<file path="config.mk">
export PLATFORM = sky130hd
export DESIGN_NAME = shift_add_multiplier
export DESIGN_NICKNAME = d
export VERILOG_FILES = /design/src/rtl/mbm_pkg.sv /design/src/rtl/shift_add_multiplier_adder.sv /design/src/rtl/shift_add_multiplier.sv
export SDC_FILE = /design/constraint.sdc
export NUM_CORES = 1
export LEC_CHECK = 0
export CAP_MARGIN = 20
export CORE_UTILIZATION = 48
export CTS_CLUSTER_DIAMETER = 60
export DETAILED_ROUTE_END_ITERATION = 16
export PLACE_DENSITY = 0.86
export SYNTH_ARGS = -nofsm -noshare
export SYNTH_HDL_FRONTEND = slang
export SYNTH_SLANG_ARGS = --single-unit
</file>
<file path="constraint.sdc">
create_clock -name clk -period 3.7 [get_ports clk]
set_clock_uncertainty 0.15 [all_clocks]
set_input_delay 0.925 -clock clk [delete_from_list [all_inputs] [get_ports clk]]
set_output_delay 0.925 -clock clk [all_outputs]
set_load 0.05 [all_outputs]
</file>
<file path="src/rtl/mbm_pkg.sv">
// Shared definitions for the minimally-biased-multiplier datapath:
// FSM state encoding, default operand width, counter width and rounding bias.
package mbm_pkg;

  localparam int DEFAULT_WIDTH = 8;
  localparam int CNT_W         = $clog2(DEFAULT_WIDTH);
  localparam int ROUND_BIAS    = 1 << (DEFAULT_WIDTH - 1);

  typedef enum logic [1:0] {
    IDLE  = 2'd0,
    CALC  = 2'd1,
    ROUND = 2'd2,
    DONE  = 2'd3
  } mbm_state_t;

endpackage

</file>
<file path="src/rtl/shift_add_multiplier_adder.sv">
// Ripple-carry adder shared by the multiplier's accumulate and rounding steps.
module adder #(
  parameter int WIDTH = 8
) (
  input  logic [WIDTH-1:0] a,
  input  logic [WIDTH-1:0] b,
  input  logic             cin,
  output logic [WIDTH-1:0] s,
  output logic             cout
);

  logic carry;

  always_comb begin
    s     = '0;
    carry = cin;
    for (int i = 0; i < WIDTH; i++) begin
      s[i]  = a[i] ^ b[i] ^ carry;
      carry = (a[i] & b[i]) | (carry & (a[i] ^ b[i]));
    end
    cout = carry;
  end

endmodule

</file>
<file path="src/rtl/shift_add_multiplier.sv">
// Sequential unsigned shift-add multiplier with start/done handshake.
// Define MBM_ROUND_EN to add a ROUND state that returns round-half-up of product/2^WIDTH.
module shift_add_multiplier
  import mbm_pkg::*;
#(
  parameter int WIDTH = DEFAULT_WIDTH
) (
  input  logic               clk,
  input  logic               rst,
  input  logic               start,
  input  logic [WIDTH-1:0]   a,
  input  logic [WIDTH-1:0]   b,
  output logic               busy,
  output logic               done,
  output logic [2*WIDTH-1:0] p
);

  localparam int CW = $clog2(WIDTH);
  localparam logic [CW-1:0] LAST_CNT = CW'(WIDTH - 1);

  mbm_state_t state_q, state_d;
  logic [WIDTH-1:0]   m_q, m_d;
  logic [WIDTH-1:0]   q_q, q_d;
  logic [WIDTH-1:0]   acc_q, acc_d;
  logic [CW-1:0]      cnt_q, cnt_d;
  logic [2*WIDTH-1:0] p_q, p_d;

  logic [WIDTH-1:0] add_a, add_b, add_s;
  logic             add_cin, add_cout;

  adder #(.WIDTH(WIDTH)) u_adder (
    .a    (add_a),
    .b    (add_b),
    .cin  (add_cin),
    .s    (add_s),
    .cout (add_cout)
  );

  always_ff @(posedge clk or posedge rst) begin
    if (rst) begin
      state_q <= IDLE;
      m_q     <= '0;
      q_q     <= '0;
      acc_q   <= '0;
      cnt_q   <= '0;
      p_q     <= '0;
    end else begin
      state_q <= state_d;
      m_q     <= m_d;
      q_q     <= q_d;
      acc_q   <= acc_d;
      cnt_q   <= cnt_d;
      p_q     <= p_d;
    end
  end

  // Adder input mux: CALC adds the multiplicand when the multiplier LSB is set;
  // ROUND adds only the rounding bit taken from the top of the low half.
  always_comb begin
    add_a   = acc_q;
    add_b   = q_q[0] ? m_q : '0;
    add_cin = 1'b0;
`ifdef MBM_ROUND_EN
    if (state_q == ROUND) begin
      add_b   = '0;
      add_cin = q_q[WIDTH-1];
    end
`endif
  end

  always_comb begin
    state_d = state_q;
    m_d     = m_q;
    q_d     = q_q;
    acc_d   = acc_q;
    cnt_d   = cnt_q;
    p_d     = p_q;
    case (state_q)
      IDLE: begin
        if (start) begin
          m_d     = a;
          q_d     = b;
          acc_d   = '0;
          cnt_d   = '0;
          state_d = CALC;
        end
      end
      CALC: begin
        // Carry-out becomes the new accumulator MSB so nothing is dropped.
        {acc_d, q_d} = {add_cout, add_s, q_q[WIDTH-1:1]};
        cnt_d        = cnt_q + 1'b1;
        if (cnt_q == LAST_CNT) begin
`ifdef MBM_ROUND_EN
          state_d = ROUND;
`else
          p_d     = {add_cout, add_s, q_q[WIDTH-1:1]};
          state_d = DONE;
`endif
        end
      end
      ROUND: begin
        p_d     = {add_s, {WIDTH{1'b0}}};
        state_d = DONE;
      end
      DONE: begin
        state_d = IDLE;
      end
      default: begin
        state_d = IDLE;
      end
    endcase
  end

  assign busy = (state_q != IDLE);
  assign done = (state_q == DONE);
  assign p    = p_q;

endmodule

</file>
==> metrics.json <==
{
  "achievable-frequency": {"value": 0.286, "unit": "GHz"},
  "chipWidth": {"value": 70.2, "unit": "um"},
  "finalHoldViolations": {"value": 0},
  "worst_slew_margin_rel": {"value": 0.568},
  "cts_tree": {"value": "built"},
  "core-area": {"value": 4410, "unit": "sq um"},
  "clk_transition_reported_paths": {"value": 0.08, "unit": "ns"},
  "synth_nets": {"value": 221},
  "final_design_utilization": {"value": 0.614},
  "port_buffers": {"value": 36},
  "flop2flop_setup_slack": {"value": 0.20, "unit": "ns"},
  "floorplan.initialDensity": {"value": 0.505},
  "design.final.nets": {"value": 256},
  "clk-insertion-delay-late": {"value": 0.31, "unit": "ns"},
  "synth_top_area_share": {"value": 0.505},
  "globalRouteTotalUtil": {"value": 0.202},
  "area_growth_syn_to_layout": {"value": 21.6, "unit": "%"},
  "num_cts_buffers": {"value": 5},
  "timing.final.max_slew_violations": {"value": 0},
  "place_inst": {"value": 266},
  "synth.yosys.seq_area_share": {"value": 0.505},
  "synth_async_sr_flop_share": {"value": 1.00},
  "totalWireLength": {"value": 4530, "unit": "um"},
  "timing.critical_path.to_type": {"value": "flop"},
  "worst_r2r_startpoint": {"value": "q_q[0]$_DFFE_PP0P_"},
  "worst_slew_pin_slew": {"value": 0.648, "unit": "ns"},
  "cp_cell_sequence": {"value": "and2_1 -> ha_1 -> fa_1 -> inv_1 -> fa_2 -> fa_2 -> fa_1 -> inv_1 -> fa_2 -> fa_2 -> inv_2 -> fa_2 -> a21oi_2 -> o211a_1"},
  "yosys_register_bits": {"value": 45},
  "clock_path_buffers": {"value": 2},
  "dp.final_hpwl": {"value": 3100, "unit": "um"},
  "post_synth_num_cell_types": {"value": 33},
  "drt_iter0_drc": {"value": 119},
  "grt_pass1_vias": {"value": 1610},
  "chipHeight": {"value": 70.2, "unit": "um"},
  "clock_sink_count": {"value": 45},
  "synth_area_leader_cell": {"value": "sky130_fd_sc_hd__dfrtp_1"},
  "min_period_over_period": {"value": 0.946},
  "antenna_diode_count": {"value": 0},
  "ctsHtreeMaxLevel": {"value": 2},
  "fin_tns_setup": {"value": 0, "unit": "ns"},
  "route.detailed.vias_per_inst": {"value": 5.75},
  "synth-main-ff-cell": {"value": "sky130_fd_sc_hd__dfrtp_1"},
  "syn_area_per_cell": {"value": 11.9, "unit": "sq um"},
  "remaining_drc_errors": {"value": 0},
  "maxCapViolCount": {"value": 0},
  "detail_route.wl_per_cell": {"value": 16.5, "unit": "um"},
  "die_ar": {"value": 4920, "unit": "sq um"},
  "critical_path.endpoint": {"value": "p[15]$_DFFE_PP0P_"},
  "crit_type": {"value": "flop to flop"},
  "unrepaired_setup_endpoints_after_global_routing": {"value": "no"},
  "worst_hold_slack": {"value": 0.341, "unit": "ns"},
  "syn-cell-area": {"value": 2230, "unit": "sq um"},
  "worstPathArrival": {"value": 3.56, "unit": "ns"},
  "grt_first_pass_wirelength": {"value": 7550, "unit": "um"},
  "synthesis.yosys.warnings": {"value": 0},
  "crit_slowest_cell": {"value": "sky130_fd_sc_hd__fa_2"},
  "finalCriticalPeriod": {"value": 3.50, "unit": "ns"},
  "outcome": {"value": "completed"},
  "report.final.setup_viol": {"value": 0},
  "antenna_violating_nets_post_route": {"value": 0},
  "critPathLaunchType": {"value": "flop"},
  "clock-root-buffer": {"value": "sky130_fd_sc_hd__clkbuf_8"},
  "cp-startpoint": {"value": "q_q[0]$_DFFE_PP0P_"},
  "rr_worst_depth": {"value": 14},
  "yosysMostFrequentCell": {"value": "sky130_fd_sc_hd__dfrtp_1"},
  "post_route_cells_drive_above_1_share": {"value": 0.170},
  "grt_overflow_total": {"value": 0},
  "worstReg2RegEnd": {"value": "p[15]$_DFFE_PP0P_"},
  "io_pins": {"value": 37},
  "path_max_fanout": {"value": 4},
  "netlist_instances": {"value": 187},
  "finish.cell_count_without_fillers": {"value": 275},
  "synth_enable_flop_cells": {"value": 0},
  "ir_worst_vdd": {"value": 0.315, "unit": "mV"},
  "synth_area_leaders": {"value": "sky130_fd_sc_hd__dfrtp_1 51%, sky130_fd_sc_hd__fa_1 6.3%, sky130_fd_sc_hd__mux2_2 4.5%"},
  "globalplace.congestion": {"value": 0.790},
  "cp_common_cell": {"value": "sky130_fd_sc_hd__fa_2"},
  "drt_pass_1_iters": {"value": 4},
  "hold_path.class": {"value": "flop to flop"},
  "critical-path-max-stage-delay": {"value": 0.58, "unit": "ns"},
  "power.density_cell_area": {"value": 920, "unit": "nW/um^2"},
  "antenna_violations_before_repair": {"value": 0},
  "timing.critical_path.required": {"value": 3.75, "unit": "ns"},
  "leakage": {"value": 1.18, "unit": "nW"},
  "synthTopCellsByCount": {"value": "45 x sky130_fd_sc_hd__dfrtp_1, 13 x sky130_fd_sc_hd__inv_1, 11 x sky130_fd_sc_hd__a22o_1"},
  "via_count": {"value": 1582},
  "grt_max_degree": {"value": 46},
  "std_cell_rows": {"value": 24}
}
## worst min path at each step
| stage | cells after the start | slack [ns] | start | endpoint |
|---|---|---|---|---|
| 2_1_floorplan | 1 | 0.30 | cnt_q[0]$_DFFE_PP0P_ | cnt_q[0]$_DFFE_PP0P_ |
| 6_report | 1 | 0.34 | cnt_q[0]$_DFFE_PP0P_ | cnt_q[0]$_DFFE_PP0P_ |
| 3_5_place_dp | 1 | 0.33 | p[6]$_DFFE_PP0P_ | p[6]$_DFFE_PP0P_ |
| 3_3_place_gp | 1 | 0.32 | cnt_q[0]$_DFFE_PP0P_ | cnt_q[0]$_DFFE_PP0P_ |
| 5_1_grt | 1 | 0.36 | p[6]$_DFFE_PP0P_ | p[6]$_DFFE_PP0P_ |
| 4_1_cts | 1 | 0.35 | cnt_q[0]$_DFFE_PP0P_ | cnt_q[0]$_DFFE_PP0P_ |
## critical path: cells and delay by family (launching register included)
| kind | cells | cell delay (ns) |
|---|---|---|
| simple gates | 1 | 0.13 |
| flops | 1 | 0.36 |
| buf+inv | 3 | 0.17 |
| compound gates | 2 | 0.28 |
| fa+ha+maj | 8 | 2.31 |
## registers in the layout, indices dropped and copies added (netlist names)
name / count
acc_q: 8
cnt_q: 3
m_q: 8
p: 16
q_q: 8
state_q: 2
## routing by layer
| metal | vias to the layer above | track usage | wire (um) |
|---|---|---|---|
| met4 | 0 | 0.0933 | 61 |
| met2 | 45 | 0.325 | 2270 |
| met5 | - | 0 | 0 |
| li1 | 731 | - | - |
| met3 | 6 | 0.0491 | 196 |
| met1 | 800 | 0.259 | 2000 |
## power by group
part | internal (W) | switching (W) | total (W)
sequential | 0.000696 | 0.000137 | 0.000833
clock | 0.000131 | 0.000170 | 0.000302
combinational | 0.000572 | 0.000789 | 0.00136
total | 0.00140 | 0.00110 | 0.00250
## stage by stage
stage / worst slack [ns] / power (W) / cell area [sq um]
4_1_cts: 0.126 / 0.00246 / 2680
3_3_place_gp: 0.236 / 0.00210 / 2600
3_5_place_dp: 0.140 / 0.00216 / 2600
6_report: 0.198 / 0.00250 / 2710
5_1_grt: 0.0141 / 0.00268 / 2710
2_1_floorplan: 0.127 / 0.00182 / 2230
## cell usage in the layout, fill, tap and decap left out, drive strengths merged, types with 3 or more instances in the layout
master         netlist  layout
a21oi                6       6
nand2               10      10
nand3                6       6
o21ai                6       6
clkbuf               1       6
o221a                5       5
clkdlybuf4s50        0      36
mux2                10      10
a22o                11      11
a221oi               5       5
nor2                10      10
nand2b               7       7
and2                 4       4
inv                 13      13
nor2b                4       4
a221o                5       5
or3                  3       3
buf                 11       4
dfrtp               45      45
ha                   8       8
fa                   7       7
o22ai                4       4
## logic make-up (layout without fill, tap and decap cells)
logic type,count (synthesis),in the layout,synth area share
fa+ha+maj,15,15,0.108
flops,45,45,0.505
buf+inv,25,61,0.0572
mux,12,12,0.0612
simple gates,46,46,0.108
compound gates,44,44,0.161
## what timing repair did
action,CTS,global route
setup endpoints to repair,0,2
buffers inserted,0,1
hold endpoints to repair,0,0
resized for setup,0,8
hold buffers,0,0
## final cells by class
cell class / instances / area (sq um)
Clock buffer: 6 / 72.6
Clock inverter: 2 / 10.0
Fill cell: 356 / 1700
Inverter: 13 / 48.8
Multi-Input combinational cell: 117 / 998
Sequential cell: 45 / 1130
Tap cell: 52 / 65.1
Timing Repair Buffer: 40 / 390
Note: power is estimated with default switching activity, not from simulation.
